### src/rtl/mux_pkg.sv
// Shared constants for the N-to-1 pipelined channel multiplexer:
// mode encodings, output-stage state encodings and default parameters.
package mux_pkg;

    localparam logic MODE_FIXED = 1'b0;
    localparam logic MODE_RR    = 1'b1;

    localparam logic [0:0] ST_EMPTY = 1'b0;
    localparam logic [0:0] ST_FULL  = 1'b1;

    localparam int N_CH_DEFAULT = 8;
    localparam int DW_DEFAULT   = 8;

endpackage

### src/rtl/rr_arbiter.sv
// Round-robin request search: returns the first requesting channel found
// when scanning upward from i_ptr, wrapping modulo N_CH.
module rr_arbiter #(
    parameter int N_CH = 8,
    parameter int SELW = $clog2(N_CH)
)(
    input  logic [N_CH-1:0] i_req,
    input  logic [SELW-1:0] i_ptr,
    output logic [SELW-1:0] o_grant,
    output logic            o_grant_vld
);

    logic [SELW-1:0] w_idx;

    // Scan from the farthest offset down to offset zero so the closest hit wins.
    always_comb begin
        o_grant     = '0;
        o_grant_vld = 1'b0;
        w_idx       = '0;
        for (int i = N_CH - 1; i >= 0; i--) begin
            w_idx = SELW'((32'(i_ptr) + 32'(i)) % 32'(N_CH));
            if (i_req[w_idx]) begin
                o_grant     = w_idx;
                o_grant_vld = 1'b1;
            end
        end
    end

endmodule

### src/rtl/mux_nx1_pipe.sv
// N-to-1 channel multiplexer with a single registered output entry.
// Fixed-select or round-robin channel choice, full-throughput handshake.
// Optional even-parity output enabled by defining MUX_NX1_PIPE_PARITY_EN.
module mux_nx1_pipe
    import mux_pkg::*;
#(
    parameter int N_CH = N_CH_DEFAULT,
    parameter int DW   = DW_DEFAULT,
    parameter int SELW = $clog2(N_CH)
)(
    input  logic               clk,
    input  logic               rst,
    input  logic [N_CH*DW-1:0] in_data,
    input  logic [N_CH-1:0]    in_valid,
    output logic [N_CH-1:0]    in_ready,
    input  logic [SELW-1:0]    sel,
    input  logic               mode,
    output logic [DW-1:0]      out_data,
    output logic               out_valid,
    input  logic               out_ready,
    output logic [SELW-1:0]    out_ch
`ifdef MUX_NX1_PIPE_PARITY_EN
    ,
    output logic               out_par
`endif
);

    logic [DW-1:0]   w_chData [N_CH];
    logic [SELW-1:0] w_rrGrant;
    logic            w_rrVld;
    logic            w_selInRange;
    logic            w_fixedVld;
    logic [SELW-1:0] w_grant;
    logic            w_grantVld;
    logic            w_loadOk;
    logic            w_accept;
    logic [SELW-1:0] w_nextPtr;

    logic [0:0]      r_state;
    logic [DW-1:0]   r_outData;
    logic [SELW-1:0] r_outCh;
    logic [SELW-1:0] r_rrPtr;
`ifdef MUX_NX1_PIPE_PARITY_EN
    logic            r_outPar;
`endif

    genvar k;
    generate
        for (k = 0; k < N_CH; k++) begin : g_unpack
            assign w_chData[k] = in_data[k*DW +: DW];
        end
    endgenerate

    rr_arbiter #(
        .N_CH (N_CH),
        .SELW (SELW)
    ) u_rr_arbiter (
        .i_req       (in_valid),
        .i_ptr       (r_rrPtr),
        .o_grant     (w_rrGrant),
        .o_grant_vld (w_rrVld)
    );

    // An out-of-range select must grant nothing, so range is tested before use.
    assign w_selInRange = (32'(sel) < 32'(N_CH));
    assign w_fixedVld   = w_selInRange && in_valid[sel];

    assign w_grant    = (mode == MODE_RR) ? w_rrGrant : sel;
    assign w_grantVld = (mode == MODE_RR) ? w_rrVld   : w_fixedVld;

    assign w_loadOk  = (r_state == ST_EMPTY) || out_ready;
    assign w_accept  = w_grantVld && w_loadOk && !rst;
    assign w_nextPtr = (32'(w_grant) == 32'(N_CH - 1)) ? '0 : w_grant + 1'b1;

    // Only the granted channel ever sees ready, and never while in reset.
    always_comb begin
        in_ready = '0;
        if (w_accept) begin
            in_ready[w_grant] = 1'b1;
        end
    end

    // Output entry: load on accept, drop on drain without accept, hold on stall.
    always_ff @(posedge clk) begin
        if (rst) begin
            r_state   <= ST_EMPTY;
            r_outData <= '0;
            r_outCh   <= '0;
            r_rrPtr   <= '0;
`ifdef MUX_NX1_PIPE_PARITY_EN
            r_outPar  <= 1'b0;
`endif
        end else if (w_accept) begin
            r_state   <= ST_FULL;
            r_outData <= w_chData[w_grant];
            r_outCh   <= w_grant;
`ifdef MUX_NX1_PIPE_PARITY_EN
            r_outPar  <= ^w_chData[w_grant];
`endif
            if (mode == MODE_RR) begin
                r_rrPtr <= w_nextPtr;
            end
        end else if ((r_state == ST_FULL) && out_ready) begin
            r_state <= ST_EMPTY;
        end
    end

    assign out_valid = (r_state == ST_FULL);
    assign out_data  = r_outData;
    assign out_ch    = r_outCh;
`ifdef MUX_NX1_PIPE_PARITY_EN
    assign out_par   = r_outPar;
`endif

endmodule

### config.mk
export PLATFORM = sky130hd
export DESIGN_NAME = mux_nx1_pipe
export DESIGN_NICKNAME = d
export VERILOG_FILES = /design/src/rtl/mux_pkg.sv /design/src/rtl/rr_arbiter.sv /design/src/rtl/mux_nx1_pipe.sv
export SDC_FILE = /design/constraint.sdc
export NUM_CORES = 1
export LEC_CHECK = 0
export ABC_AREA = 1
export CAP_MARGIN = 20
export CORE_MARGIN = 3
export CORE_UTILIZATION = 45
export DETAILED_ROUTE_END_ITERATION = 10
export GPL_TIMING_DRIVEN = 1
export HOLD_SLACK_MARGIN = 0.12
export PLACE_DENSITY = 0.95
export SETUP_SLACK_MARGIN = 0.15
export SLEW_MARGIN = 15
export SYNTH_ARGS = -nofsm -noshare
export SYNTH_HDL_FRONTEND = slang
export SYNTH_SLANG_ARGS = --single-unit
### constraint.sdc
create_clock -name clk -period 7.23 [get_ports clk]
set_clock_uncertainty 0.05 [all_clocks]
set_input_delay 1.0845 -clock clk [delete_from_list [all_inputs] [get_ports clk]]
set_output_delay 1.0845 -clock clk [all_outputs]
set_load 0.01 [all_outputs]
==> impl_results.html, run 1 <==
<table>
<tr><th>Metric</th><th>Value</th></tr>
<tr><th colspan="2">Status</th></tr>
<tr><td>Result of the run</td><td>finished clean</td></tr>
<tr><th colspan="2">Timing</th></tr>
<tr><td>Final Critical Period</td><td>5.32 ns</td></tr>
<tr><td>Hold Worst Slack</td><td>0.461 ns</td></tr>
<tr><td>Final Setup Violations</td><td>0</td></tr>
<tr><td>Final period utilization</td><td>73.6%</td></tr>
<tr><td>Upper clock frequency limit</td><td>188 MHz</td></tr>
<tr><td>Actual transition at the worst max-transition pin</td><td>0.771 ns</td></tr>
<tr><td>Final worst setup slack</td><td>1.91 ns</td></tr>
<tr><td>Post-route setup TNS</td><td>0 ns</td></tr>
<tr><td>Setup repair after global routing missed its margin</td><td>false</td></tr>
<tr><td>Final max-slew violation count</td><td>0</td></tr>
<tr><td>Number of failing hold endpoints at the final stage</td><td>0</td></tr>
<tr><td>Tightest slew margin relative to the limit</td><td>48.4%</td></tr>
<tr><th colspan="2">Logic synthesis</th></tr>
<tr><td>Summed instance area of the synthesized netlist</td><td>2130 sq um</td></tr>
<tr><td>Simple-gate portion of the synthesized area</td><td>62.4%</td></tr>
<tr><td>Synth Area in Compound Gates</td><td>8.69%</td></tr>
<tr><td>Top cell type by total area after synthesis</td><td>nand3_1</td></tr>
<tr><td>Gate count of the mapped netlist</td><td>375</td></tr>
<tr><td>Mean cell area of the mapped netlist</td><td>5.68 sq um</td></tr>
<tr><td>Largest cells by area after synthesis</td><td>nand3_1 (19%), nand2_1 (18%), dfxtp_1 (14%)</td></tr>
<tr><td>Count of distinct cell types in the synthesized netlist</td><td>32</td></tr>
<tr><td>Number of synthesized register bits</td><td>15</td></tr>
<tr><td>Number of warnings issued by yosys</td><td>0</td></tr>
<tr><td>Area share of the largest cell type after synthesis</td><td>19.0%</td></tr>
<tr><td>Synthesized-area fraction occupied by adder cells</td><td>1.17%</td></tr>
<tr><td>Dominant combinational cell family by area after synthesis</td><td>simple AND/OR/NAND/NOR gates</td></tr>
<tr><td>XOR/XNOR share of the synthesized area</td><td>0.763%</td></tr>
<tr><td>Post-synth net total</td><td>456</td></tr>
<tr><td>Portion of netlist area occupied by mux cells</td><td>0.470%</td></tr>
<tr><td>Part of the Yosys area used for sequential elements</td><td>14.1%</td></tr>
<tr><th colspan="2">Placement</th></tr>
<tr><td>PortBufs</td><td>98</td></tr>
<tr><td>Total cell area at the placement stage</td><td>3030 sq um</td></tr>
<tr><td>Dpl hpwl</td><td>5740 um</td></tr>
<tr><td>Pre-CTS WS</td><td>1.94 ns</td></tr>
<tr><td>Weighted congestion at the end of routability-driven global placement</td><td>0.959</td></tr>
<tr><th colspan="2">Power and ir drop</th></tr>
<tr><td>Portion of total power attributed to combinational logic</td><td>64.7%</td></tr>
<tr><td>Share of power burned in the clock network</td><td>13.9%</td></tr>
<tr><td>Leakage</td><td>0.00135 uW</td></tr>
<tr><td>Switch Pwr</td><td>218 uW</td></tr>
<tr><td>Sequential Power Share</td><td>21.5%</td></tr>
<tr><td>Sw Share</td><td>45.8%</td></tr>
<tr><td>Overall power after layout</td><td>477 uW</td></tr>
<tr><td>Worst supply voltage drop on vdd</td><td>0.0000940 V</td></tr>
<tr><td>Power Internal</td><td>258 uW</td></tr>
<tr><td>Pwr Density</td><td>155 nW/um^2</td></tr>
<tr><th colspan="2">Drt</th></tr>
<tr><td>Vias per cell</td><td>5.44</td></tr>
<tr><td>Routed wire length</td><td>6930 um</td></tr>
<tr><td>Post-detailed-route wirelength per cell</td><td>13.5 um</td></tr>
<tr><td>Total number of vias</td><td>2794</td></tr>
<tr><td>Post-route ant nets</td><td>0</td></tr>
<tr><td>DR DRC count</td><td>0</td></tr>
<tr><td>Detailed Routing Iterations Pass 1</td><td>5</td></tr>
<tr><td>Drt initial violations</td><td>196</td></tr>
<tr><th colspan="2">Worst setup path</th></tr>
<tr><td>Required time of the critical path</td><td>6.10 ns</td></tr>
<tr><td>Startpoint of the worst register-to-register path</td><td>r_rrPtr[0]</td></tr>
<tr><td>Critical path arrival</td><td>4.19 ns</td></tr>
<tr><td>R2r setup slk</td><td>3.54 ns</td></tr>
<tr><td>Setup CP Type</td><td>flip-flop to output port</td></tr>
<tr><td>Cell count of the worst reg-to-reg path</td><td>21</td></tr>
<tr><td>Type of element launching the critical path</td><td>flip-flop</td></tr>
<tr><td>Critical Path End Type</td><td>output port</td></tr>
<tr><td>Top fanout value on the critical path</td><td>46</td></tr>
<tr><td>Worst R2R End</td><td>out_data[4]</td></tr>
<tr><th colspan="2">Die</th></tr>
<tr><td>Vertical die dimension</td><td>74.8 um</td></tr>
<tr><td>Count of pins on the block boundary</td><td>99</td></tr>
<tr><td>Floorplan row count</td><td>24</td></tr>
<tr><td>Core footprint</td><td>4470 sq um</td></tr>
<tr><td>Chip Width</td><td>74.8 um</td></tr>
<tr><td>Area of the die</td><td>5600 sq um</td></tr>
<tr><td>Effective utilization at floorplan</td><td>47.6%</td></tr>
<tr><th colspan="2">Worst hold path</th></tr>
<tr><td>Hold_sp</td><td>out_ch[2]</td></tr>
<tr><td>Hold Path Stages</td><td>2</td></tr>
<tr><td>Class of the most critical hold timing path</td><td>flip-flop to flip-flop</td></tr>
<tr><td>WHS Endpoint</td><td>out_ch[2]</td></tr>
<tr><th colspan="2">Global routing</th></tr>
<tr><td>Global-route track usage on met2</td><td>44.0%</td></tr>
<tr><td>Met1 capacity usage during global routing</td><td>29.4%</td></tr>
<tr><td>Maximum number of pins on one net before global-route repair</td><td>47</td></tr>
<tr><td>Vias in the first global route</td><td>2524</td></tr>
<tr><td>Met3 Track Usage GR</td><td>4.14%</td></tr>
<tr><td>Global-route layer with the greatest usage</td><td>met2</td></tr>
<tr><td>Antenna violations before repair</td><td>0</td></tr>
<tr><td>Aggregate global routing overflow</td><td>0</td></tr>
<tr><td>Wire length of the first global-routing pass</td><td>11000 um</td></tr>
<tr><td>GRT Total Usage</td><td>24.8%</td></tr>
<tr><th colspan="2">Clocking</th></tr>
<tr><td>Clock-pin slew on the worst setup and hold paths</td><td>0.06 ns</td></tr>
<tr><td>Number of H-tree levels</td><td>1</td></tr>
<tr><td># resized after CTS</td><td>0</td></tr>
<tr><td>Number of buffers created by CTS</td><td>3</td></tr>
<tr><td>Hold-fix buffers at CTS</td><td>0</td></tr>
<tr><td>Cell chosen for the clock root</td><td>clkbuf_8</td></tr>
<tr><td>TritonCTS clock tree</td><td>yes</td></tr>
<tr><td>Maximum number of buffers from clock root to sink</td><td>2</td></tr>
<tr><td>Setup Fix Bufs, Post-CTS</td><td>0</td></tr>
<tr><td>Clk Latency, worst-skew pair</td><td>0.24 ns</td></tr>
<tr><td>Number of clock sinks</td><td>15</td></tr>
<tr><th colspan="2">Layout</th></tr>
<tr><td>Post-route standard cell area excluding fillers</td><td>3080 sq um</td></tr>
<tr><td>Highest-count cells in the layout ignoring fill and taps</td><td>nand2_1 (100), clkdlybuf4s50_1 (98), nand3_1 (81), nor2_1 (48)</td></tr>
<tr><td>Commonest non-fill, non-tap cell in the layout</td><td>nand2_1</td></tr>
<tr><td>Layout net count</td><td>544</td></tr>
<tr><td>Diodes inserted</td><td>0</td></tr>
<tr><td>Share of final-layout standard cells stronger than drive strength 1</td><td>11.5%</td></tr>
<tr><td>Synth-to-Final Area Change</td><td>44.3%</td></tr>
<tr><th colspan="2">Job</th></tr>
<tr><td>Max-cap check violation count</td><td>0</td></tr>
</table>
how the worst max path moves through the flow:
stage	startpoint	end	depth (start not counted)
finish	r_rrPtr[0]	in_ready[5]	19
floorplan	in_valid[2]	in_ready[0]	17
detailed placement	in_valid[6]	in_ready[5]	17
global route	r_rrPtr[0]	in_ready[1]	18
global placement	in_valid[6]	in_ready[1]	17
CTS	r_rrPtr[0]	in_ready[5]	19
flip-flops by register name (all words and copies together), names as in the netlist:
name,flops
out_data,8
out_ch,3
out_valid,1
r_rrPtr,3
layout make-up:
class,count,area (sq um)
Multi-Input combinational cell,314,1570
Fill cell,386,1400
Timing Repair Buffer,98,981
Sequential cell,15,300
Inverter,31,119
Tap cell,52,65.1
Clock buffer,4,45.0
cells by family after synthesis:
| family | count (synthesis) |
|---|---|
| simple gates | 279 |
| buf+inv | 46 |
| compound gates | 31 |
| flops | 15 |
| fa+ha+maj | 2 |
| xor+xnor | 1 |
| mux | 1 |
synthesized netlist by cell type, drive strengths merged:
cell type / count
a31oi: 2
a21boi: 1
a21oi: 19
xnor2: 1
nand3: 88
mux2i: 1
a211oi: 1
o21ai: 5
buf: 15
nand2: 125
clkinv: 1
inv: 30
nor3: 3
nand4: 9
o21bai: 1
o211ai: 2
ha: 2
nor2: 54
dfxtp: 15
power groups by stage:
stage / clock network (uW) / logic, uW / registers (uW)
detailed placement: 0 / 306 / 104
global route: 71.8 / 344 / 103
global placement: 0 / 303 / 104
finish: 66.2 / 308 / 102
floorplan: 0 / 219 / 103
CTS: 66.7 / 307 / 102
through the flow:
stage,util (%),std cells
floorplan,-,375
global placement,67.7,510
detailed placement,67.7,510
CTS,68.7,514
global route,68.7,514
finish,68.7,514
worst max-delay path: stages, from the launching register on:
cell and delay [ns]:
dfxtp_1 0.67, inv_2 0.20, ha_1 0.50, inv_1 0.16, nand3_1 0.15, nand3_2 0.09, nand2_2 0.11, nor2_1 0.05
nand2_1 0.07, nand3_1 0.06, nand2_1 0.06, nand2_1 0.04, nand2_1 0.05, nand2_1 0.04, nand2_1 0.06, nand2_2 0.43
inv_2 0.36, nand2_1 0.14, nor2_1 0.13, clkdlybuf4s50_1 0.54
routing by layer:
metal	part of all wire, %	vias up	wire (um)
met5	0	-	0
met4	4.5	0	309
met3	7.9	28	544
met2	48	153	3360
met1	39	1204	2710
li1	-	1409	-
(Power assumes the default switching activity.)
==> run 2, diff against run 1 <==
--- a/config.mk
+++ b/config.mk
@@ -8,11 +8,11 @@
 export ABC_AREA = 1
 export CAP_MARGIN = 20
 export CORE_MARGIN = 3
-export CORE_UTILIZATION = 45
+export CORE_UTILIZATION = 42
 export DETAILED_ROUTE_END_ITERATION = 10
 export GPL_TIMING_DRIVEN = 1
 export HOLD_SLACK_MARGIN = 0.12
-export PLACE_DENSITY = 0.95
+export PLACE_DENSITY = 0.9
 export SETUP_SLACK_MARGIN = 0.15
 export SLEW_MARGIN = 15
 export SYNTH_ARGS = -nofsm -noshare
==> constraint.sdc (replaced) <==
create_clock -name clk -period 5.4 [get_ports clk]
set_clock_uncertainty 0.05 [all_clocks]
set_input_delay 0.81 -clock clk [delete_from_list [all_inputs] [get_ports clk]]
set_output_delay 0.81 -clock clk [all_outputs]
set_load 0.01 [all_outputs]
==> impl_results.html, run 2 (synthesis gave the netlist of run 1 again) <==
<table>
<tr><th>Metric</th><th>Value</th></tr>
<tr><th colspan="2">Die</th></tr>
<tr><td>Core footprint</td><td>4820 sq um (+7.7%)</td></tr>
<tr><td>Chip Width</td><td>77.2 um (+3.2%)</td></tr>
<tr><td>Effective utilization at floorplan</td><td>44.2% (-3.4 points)</td></tr>
<tr><td>Vertical die dimension</td><td>77.2 um (+3.2%)</td></tr>
<tr><td>Area of the die</td><td>5960 sq um (+6.6%)</td></tr>
<tr><td>Count of pins on the block boundary</td><td>99 (unchanged)</td></tr>
<tr><td>Floorplan row count</td><td>25 (+4.2%)</td></tr>
<tr><th colspan="2">Placement</th></tr>
<tr><td>Total cell area at the placement stage</td><td>3070 sq um (+1.4%)</td></tr>
<tr><td>Dpl hpwl</td><td>5940 um (+3.5%)</td></tr>
<tr><td>Pre-CTS WS</td><td>1.12 ns (-0.827 ns)</td></tr>
<tr><td>Weighted congestion at the end of routability-driven global placement</td><td>0.919 (-4.1%)</td></tr>
<tr><td>PortBufs</td><td>98 (unchanged)</td></tr>
<tr><th colspan="2">Worst hold path</th></tr>
<tr><td>WHS Endpoint</td><td>out_valid</td></tr>
<tr><td>Hold Path Stages</td><td>2 (unchanged)</td></tr>
<tr><td>Hold_sp</td><td>out_valid</td></tr>
<tr><td>Class of the most critical hold timing path</td><td>flip-flop to flip-flop</td></tr>
<tr><th colspan="2">Worst setup path</th></tr>
<tr><td>Worst R2R End</td><td>out_data[6]</td></tr>
<tr><td>CP cell instances</td><td>inv_2 -&gt; ha_1 -&gt; inv_1 -&gt; nand3_1 -&gt; nand3_1 -&gt; nand2_1 -&gt; nor3_1 -&gt; nand4_1 -&gt; nand2_1 -&gt; nor2_2 -&gt; inv_1 -&gt; nor2_1 -&gt; clkdlybuf4s50_1</td></tr>
<tr><td>Startpoint of the worst register-to-register path</td><td>r_rrPtr[1]</td></tr>
<tr><td>CP max-delay cell</td><td>dfxtp_1</td></tr>
<tr><td>Critical path arrival</td><td>3.73 ns (-0.46 ns)</td></tr>
<tr><td>Required time of the critical path</td><td>4.54 ns (-1.56 ns)</td></tr>
<tr><td>Type of element launching the critical path</td><td>flip-flop</td></tr>
<tr><td>Critical path buffers and inverters</td><td>4 (unchanged)</td></tr>
<tr><td>Top fanout value on the critical path</td><td>9 (-80%)</td></tr>
<tr><td>R2r setup slk</td><td>2.05 ns (-1.49 ns)</td></tr>
<tr><td>Cell count of the worst reg-to-reg path</td><td>21 (unchanged)</td></tr>
<tr><td>Peak per-stage delay on the critical path</td><td>0.59 ns (-0.08 ns)</td></tr>
<tr><td>Critical Path End Type</td><td>output port</td></tr>
<tr><td>Setup CP Type</td><td>flip-flop to output port</td></tr>
<tr><td>Largest delay contributor family on the critical path</td><td>simple AND/OR/NAND/NOR gates</td></tr>
<tr><th colspan="2">Layout</th></tr>
<tr><td>Commonest non-fill, non-tap cell in the layout</td><td>nand2_1</td></tr>
<tr><td>Diodes inserted</td><td>0 (unchanged)</td></tr>
<tr><td>Core occupancy in the finished layout</td><td>64.7% (-4.0 points)</td></tr>
<tr><td>Share of final-layout standard cells stronger than drive strength 1</td><td>12.0% (+0.57 points)</td></tr>
<tr><td>Max FFs per register</td><td>8 (unchanged)</td></tr>
<tr><td>Layout net count</td><td>547 (+0.55%)</td></tr>
<tr><td>Post-route standard cell area excluding fillers</td><td>3120 sq um (+1.3%)</td></tr>
<tr><td># fillers</td><td>457 (+18%)</td></tr>
<tr><td>Synth-to-Final Area Change</td><td>46.3%</td></tr>
<tr><td>Highest-count cells in the layout ignoring fill and taps</td><td>nand2_1 (100), clkdlybuf4s50_1 (98), nand3_1 (81), nor2_1 (48)</td></tr>
<tr><th colspan="2">Job</th></tr>
<tr><td>Max-cap check violation count</td><td>0 (unchanged)</td></tr>
<tr><th colspan="2">Power and ir drop</th></tr>
<tr><td>Pwr Density</td><td>207 nW/um^2 (+34%)</td></tr>
<tr><td>Overall power after layout</td><td>645 uW (+35%)</td></tr>
<tr><td>Worst supply voltage drop on vdd</td><td>0.000123 V (+31%)</td></tr>
<tr><td>Leakage</td><td>0.00137 uW (+1.1%)</td></tr>
<tr><th colspan="2">Timing</th></tr>
<tr><td>Upper clock frequency limit</td><td>218 MHz</td></tr>
<tr><td>Final max-slew violation count</td><td>0 (unchanged)</td></tr>
<tr><td>Setup repair after global routing missed its margin</td><td>false</td></tr>
<tr><td>Final Critical Period</td><td>4.59 ns</td></tr>
<tr><td>Final Setup Violations</td><td>0 (unchanged)</td></tr>
<tr><td>Actual transition at the worst max-transition pin</td><td>0.448 ns (-0.323 ns)</td></tr>
<tr><td>Tightest slew margin relative to the limit</td><td>70.1% (+22 points)</td></tr>
<tr><td>Number of failing hold endpoints at the final stage</td><td>0 (unchanged)</td></tr>
<tr><td>Post-route setup TNS</td><td>0 ns (unchanged)</td></tr>
<tr><td>Final worst setup slack</td><td>0.812 ns (-1.10 ns)</td></tr>
<tr><td>Final period utilization</td><td>85.0%</td></tr>
<tr><th colspan="2">Global routing</th></tr>
<tr><td>Global-route track usage on met2</td><td>45.4% (+1.4 points)</td></tr>
<tr><td>Met3 Track Usage GR</td><td>5.52% (+1.4 points)</td></tr>
<tr><td>Met1 capacity usage during global routing</td><td>28.2% (-1.3 points)</td></tr>
<tr><td>Vias in the first global route</td><td>2755 (+9.2%)</td></tr>
<tr><td>Maximum number of pins on one net before global-route repair</td><td>40 (-15%)</td></tr>
<tr><td>Wire length of the first global-routing pass</td><td>12400 um (+12%)</td></tr>
<tr><td>Antenna violations before repair</td><td>0 (unchanged)</td></tr>
<tr><td>Global-route layer with the greatest usage</td><td>met2</td></tr>
<tr><td>GRT Total Usage</td><td>24.9% (+0.15 points)</td></tr>
<tr><td>Aggregate global routing overflow</td><td>0 (unchanged)</td></tr>
<tr><th colspan="2">Drt</th></tr>
<tr><td>Post-detailed-route wirelength per cell</td><td>13.7 um (+1.4%)</td></tr>
<tr><td>Routed wire length</td><td>7270 um (+4.9%)</td></tr>
<tr><td>Post-route ant nets</td><td>0 (unchanged)</td></tr>
<tr><td>Total number of vias</td><td>2821 (+0.97%)</td></tr>
<tr><td>DR DRC count</td><td>0 (unchanged)</td></tr>
<tr><td>Drt initial violations</td><td>191 (-2.6%)</td></tr>
<tr><td>Detailed Routing Iterations Pass 1</td><td>4 (-1)</td></tr>
<tr><td>Vias per cell</td><td>5.30 (-2.4%)</td></tr>
<tr><th colspan="2">Clocking</th></tr>
<tr><td>Setup Fix Bufs, Post-CTS</td><td>0 (unchanged)</td></tr>
<tr><td>Number of buffers created by CTS</td><td>3 (unchanged)</td></tr>
<tr><td>Clock-pin slew on the worst setup and hold paths</td><td>0.05 ns (about the same)</td></tr>
<tr><td>Hold-fix buffers at CTS</td><td>0 (unchanged)</td></tr>
<tr><td>Maximum number of buffers from clock root to sink</td><td>2 (unchanged)</td></tr>
<tr><td># resized after CTS</td><td>0 (unchanged)</td></tr>
<tr><td>TritonCTS clock tree</td><td>yes</td></tr>
<tr><td>Cell chosen for the clock root</td><td>clkbuf_8</td></tr>
<tr><td>Number of clock sinks</td><td>15 (unchanged)</td></tr>
<tr><td>Clk Latency, worst-skew pair</td><td>0.24 ns (about the same)</td></tr>
<tr><td>Number of H-tree levels</td><td>1 (unchanged)</td></tr>
<tr><th colspan="2">Status</th></tr>
<tr><td>Result of the run</td><td>finished clean</td></tr>
</table>
-- run 2: routing by layer --
layer | share of wire, % | wire length, um
met1 | 41 | 2960
met2 | 49 | 3590
met3 | 7.2 | 520
met4 | 2.6 | 191
met5 | 0 | 0
-- run 2: cell type report --
cell class	count	area, sq um	area share (%)
sequential	15	300	9.63
multi-input combinational	314	1570	50.2
tap	67	83.8	2.69
timing repair buffer	101	1000	32.2
inverter	31	119	3.81
clock buffer	4	45.0	1.45
-- run 2: power breakdown --
group | switching (uW) | total [uW] | internal (uW)
sequential | 10.7 | 134 | 124
combinational | 249 | 423 | 174
clock | 35.9 | 88.0 | 52.1
-- run 2: tightest hold or removal path: stages (launching register included) --
cell	delay [ns]
dfxtp_1	0.31
nand2_1	0.08
a21oi_1	0.06
-- run 2: how the worst max path moves through the flow --
stage / endpoint / from / slack (ns) / cells past startpoint
global placement: in_ready[6] / in_valid[6] / 1.15 / 18
floorplan: in_ready[0] / r_rrPtr[1] / 2.12 / 21
finish: in_ready[1] / r_rrPtr[1] / 0.81 / 13
detailed placement: in_ready[6] / in_valid[4] / 1.12 / 18
CTS: in_ready[1] / r_rrPtr[1] / 0.91 / 13
global route: in_ready[6] / r_rrPtr[1] / 0.42 / 18
-- run 2: metrics by stage --
| step | std cells | hold slack (ns) |
|---|---|---|
| after CTS | 532 | 0.458 |
| after global placement | 528 | 0.440 |
| after global routing | 532 | 0.486 |
| final | 532 | 0.448 |
| after detailed placement | 528 | 0.450 |
| after floorplan | 375 | 0.460 |
==> run 3, diff against run 2 <==
--- a/config.mk
+++ b/config.mk
@@ -8,11 +8,11 @@
 export ABC_AREA = 1
 export CAP_MARGIN = 20
 export CORE_MARGIN = 3
-export CORE_UTILIZATION = 42
+export CORE_UTILIZATION = 38
 export DETAILED_ROUTE_END_ITERATION = 10
 export GPL_TIMING_DRIVEN = 1
 export HOLD_SLACK_MARGIN = 0.12
-export PLACE_DENSITY = 0.9
+export PLACE_DENSITY = 0.87
 export SETUP_SLACK_MARGIN = 0.15
 export SLEW_MARGIN = 15
 export SYNTH_ARGS = -nofsm -noshare
==> constraint.sdc (replaced) <==
create_clock -name clk -period 3.9 [get_ports clk]
set_clock_uncertainty 0.05 [all_clocks]
set_input_delay 0.585 -clock clk [delete_from_list [all_inputs] [get_ports clk]]
set_output_delay 0.585 -clock clk [all_outputs]
set_load 0.01 [all_outputs]
==> impl_results.html, run 3 (synthesis gave the netlist of run 1 again) <==
<table>
<tr><th>Metric</th><th>Value</th></tr>
<tr><th colspan="2">Status</th></tr>
<tr><td>Result of the run</td><td>finished clean</td></tr>
<tr><th colspan="2">Drt</th></tr>
<tr><td>Routed wire length</td><td>7300 um (+0.50%)</td></tr>
<tr><td>Detailed Routing Iterations Pass 1</td><td>4 (unchanged)</td></tr>
<tr><td>Vias per cell</td><td>5.15 (-2.9%)</td></tr>
<tr><td>Drt initial violations</td><td>205 (+7.3%)</td></tr>
<tr><td>Post-route ant nets</td><td>0 (unchanged)</td></tr>
<tr><td>Total number of vias</td><td>2792 (-1.0%)</td></tr>
<tr><td>Post-detailed-route wirelength per cell</td><td>13.5 um (-1.4%)</td></tr>
<tr><td>DR DRC count</td><td>0 (unchanged)</td></tr>
<tr><th colspan="2">Timing</th></tr>
<tr><td>Post-route setup TNS</td><td>0 ns (unchanged)</td></tr>
<tr><td>Final Setup Violations</td><td>0 (unchanged)</td></tr>
<tr><td>Number of failing hold endpoints at the final stage</td><td>0 (unchanged)</td></tr>
<tr><td>Final max-slew violation count</td><td>0 (unchanged)</td></tr>
<tr><td>Actual transition at the worst max-transition pin</td><td>0.439 ns (-0.00838 ns)</td></tr>
<tr><td>Upper clock frequency limit</td><td>271 MHz</td></tr>
<tr><td>Setup repair after global routing missed its margin</td><td>true</td></tr>
<tr><td>Final Critical Period</td><td>3.70 ns</td></tr>
<tr><td>Tightest slew margin relative to the limit</td><td>70.7% (+0.56 points)</td></tr>
<tr><td>Final period utilization</td><td>94.8%</td></tr>
<tr><th colspan="2">Clocking</th></tr>
<tr><td>Number of clock sinks</td><td>15 (unchanged)</td></tr>
<tr><td>Clock-pin slew on the worst setup and hold paths</td><td>0.06 ns (about the same)</td></tr>
<tr><td>Maximum number of buffers from clock root to sink</td><td>2 (unchanged)</td></tr>
<tr><td>Number of buffers created by CTS</td><td>3 (unchanged)</td></tr>
<tr><td>Cell chosen for the clock root</td><td>clkbuf_8</td></tr>
<tr><td>TritonCTS clock tree</td><td>yes</td></tr>
<tr><td>Number of H-tree levels</td><td>1 (unchanged)</td></tr>
<tr><td>Setup Fix Bufs, Post-CTS</td><td>0 (unchanged)</td></tr>
<tr><td>Hold-fix buffers at CTS</td><td>0 (unchanged)</td></tr>
<tr><td># resized after CTS</td><td>1 (+1)</td></tr>
<tr><td>Clk Latency, worst-skew pair</td><td>0.25 ns (about the same)</td></tr>
<tr><th colspan="2">Power and ir drop</th></tr>
<tr><td>Worst supply voltage drop on vdd</td><td>0.000165 V (+34%)</td></tr>
<tr><td>Pwr Density</td><td>286 nW/um^2 (+38%)</td></tr>
<tr><td>Leakage</td><td>0.00153 uW (+12%)</td></tr>
<tr><th colspan="2">Worst setup path</th></tr>
<tr><td>Library cell appearing most often on the critical path</td><td>nand2_1</td></tr>
<tr><td>R2r setup slk</td><td>1.06 ns (-0.99 ns)</td></tr>
<tr><td>Worst R2R End</td><td>out_data[5]</td></tr>
<tr><td>Peak per-stage delay on the critical path</td><td>0.56 ns (-0.03 ns)</td></tr>
<tr><td>Cell count of the worst reg-to-reg path</td><td>20 (-4.8%)</td></tr>
<tr><td>CP max-delay cell</td><td>clkdlybuf4s50_1</td></tr>
<tr><td>Type of element launching the critical path</td><td>input port</td></tr>
<tr><td>Critical path arrival</td><td>3.06 ns (-0.67 ns)</td></tr>
<tr><td>Critical Path End Type</td><td>output port</td></tr>
<tr><td>Required time of the critical path</td><td>3.26 ns (-1.28 ns)</td></tr>
<tr><td>Startpoint of the worst register-to-register path</td><td>r_rrPtr[0]</td></tr>
<tr><td>CP cell instances</td><td>clkdlybuf4s50_1 -&gt; nand2_1 -&gt; nand3_1 -&gt; nand3_2 -&gt; nand2_2 -&gt; nor2_1 -&gt; nand2_1 -&gt; nand3_1 -&gt; nand2_1 -&gt; nand2_1 -&gt; nand2_1 -&gt; nand2_1 -&gt; nand2_1 -&gt; nand2_4 -&gt; inv_2 -&gt; nand2_1 -&gt; nor2_1 -&gt; clkdlybuf4s50_1</td></tr>
<tr><td>Top fanout value on the critical path</td><td>7 (-2)</td></tr>
<tr><td>Setup CP Type</td><td>input port to output port</td></tr>
<tr><th colspan="2">Die</th></tr>
<tr><td>Count of pins on the block boundary</td><td>99 (unchanged)</td></tr>
<tr><td>Chip Width</td><td>80.9 um (+4.7%)</td></tr>
<tr><td>Area of the die</td><td>6540 sq um (+9.7%)</td></tr>
<tr><td>Effective utilization at floorplan</td><td>40.4% (-3.8 points)</td></tr>
<tr><td>Vertical die dimension</td><td>80.9 um (+4.7%)</td></tr>
<tr><td>Floorplan row count</td><td>26 (+4.0%)</td></tr>
<tr><td>Core footprint</td><td>5270 sq um (+9.4%)</td></tr>
<tr><th colspan="2">Layout</th></tr>
<tr><td>Max FFs per register</td><td>8 (unchanged)</td></tr>
<tr><td>Layout net count</td><td>554 (+1.3%)</td></tr>
<tr><td>Diodes inserted</td><td>0 (unchanged)</td></tr>
<tr><td>Synth-to-Final Area Change</td><td>50.8%</td></tr>
<tr><td>Commonest non-fill, non-tap cell in the layout</td><td>nand2_1</td></tr>
<tr><td># fillers</td><td>504 (+10%)</td></tr>
<tr><td>Core occupancy in the finished layout</td><td>61.0% (-3.7 points)</td></tr>
<tr><td>Share of final-layout standard cells stronger than drive strength 1</td><td>14.0% (+1.9 points)</td></tr>
<tr><td>Number of non-filler instances in the completed layout</td><td>542 (+1.9%)</td></tr>
<tr><td>Highest-count cells in the layout ignoring fill and taps</td><td>nand2_1 (98), clkdlybuf4s50_1 (91), nand3_1 (81), nor2_1 (48), nand2_2 (24)</td></tr>
<tr><th colspan="2">Worst hold path</th></tr>
<tr><td>Hold_sp</td><td>out_valid</td></tr>
<tr><td>Hold Path Stages</td><td>2 (unchanged)</td></tr>
<tr><td>Class of the most critical hold timing path</td><td>flip-flop to flip-flop</td></tr>
<tr><td>WHS Endpoint</td><td>out_valid</td></tr>
<tr><th colspan="2">Global routing</th></tr>
<tr><td>Wire length of the first global-routing pass</td><td>12100 um (-1.7%)</td></tr>
<tr><td>GRT Total Usage</td><td>22.9% (-2.0 points)</td></tr>
<tr><td>Aggregate global routing overflow</td><td>0 (unchanged)</td></tr>
<tr><td>Maximum number of pins on one net before global-route repair</td><td>41 (+2.5%)</td></tr>
<tr><td>Vias in the first global route</td><td>2728 (-0.98%)</td></tr>
<tr><td>Antenna violations before repair</td><td>0 (unchanged)</td></tr>
<tr><th colspan="2">Placement</th></tr>
<tr><td>Dpl hpwl</td><td>5990 um (+0.74%)</td></tr>
<tr><td>Weighted congestion at the end of routability-driven global placement</td><td>1.01 (+10%)</td></tr>
<tr><td>PortBufs</td><td>98 (unchanged)</td></tr>
<tr><td>Placed insts</td><td>538 (+1.9%)</td></tr>
<tr><th colspan="2">Job</th></tr>
<tr><td>Max-cap check violation count</td><td>0 (unchanged)</td></tr>
</table>
==> run 3: worst max-delay path: cells and delay by family <==
family                 cells  cell delay [ns]
and+or+nand+nor           15             1.29
buffers and inverters      3             1.18
==> run 3: worst max-delay path by stage <==
stage | start | end | slack [ns] | cells after the start
after floorplan | r_rrPtr[1] | in_ready[0] | 0.84 | 21
after global placement | in_valid[6] | in_ready[0] | 0.25 | 15
after detailed placement | in_valid[6] | in_ready[4] | 0.21 | 15
after CTS | r_rrPtr[1] | in_ready[4] | 0.18 | 19
after global routing | r_rrPtr[0] | in_ready[1] | 0.03 | 18
final | in_valid[4] | in_ready[1] | 0.20 | 18
==> run 3: power by group <==
group	switching [uW]	leakage, uW	internal [uW]
combinational	353	0.00139	253
clock	57.3	0.0000228	72.3
sequential	12.7	0.000124	171
==> run 3: final cells by class <==
class                      count  area [sq um]  area share (%)
multi-input combinational    314          1590            49.4
inverter                      31           119            3.70
tap                           70          87.6            2.73
timing repair buffer         108          1070            33.4
clock buffer                   4          45.0            1.40
sequential                    15           300            9.35
==> run 3: through the flow <==
stage	instance area (sq um)	power, uW	worst slack [ns]	hold WS [ns]
after floorplan	2130	597	0.844	0.460
after global routing	3210	994	0.0281	0.495
after detailed placement	3130	781	0.211	0.448
final	3210	919	0.204	0.460
after CTS	3180	911	0.184	0.465
after global placement	3130	773	0.245	0.430
==> run 3: metal layers <==
layer	GRT usage (%)	share of wire, %
met1	26.3	40
met2	41.5	49
met3	5.76	9.3
met4	6.76	2.1
met5	0	0
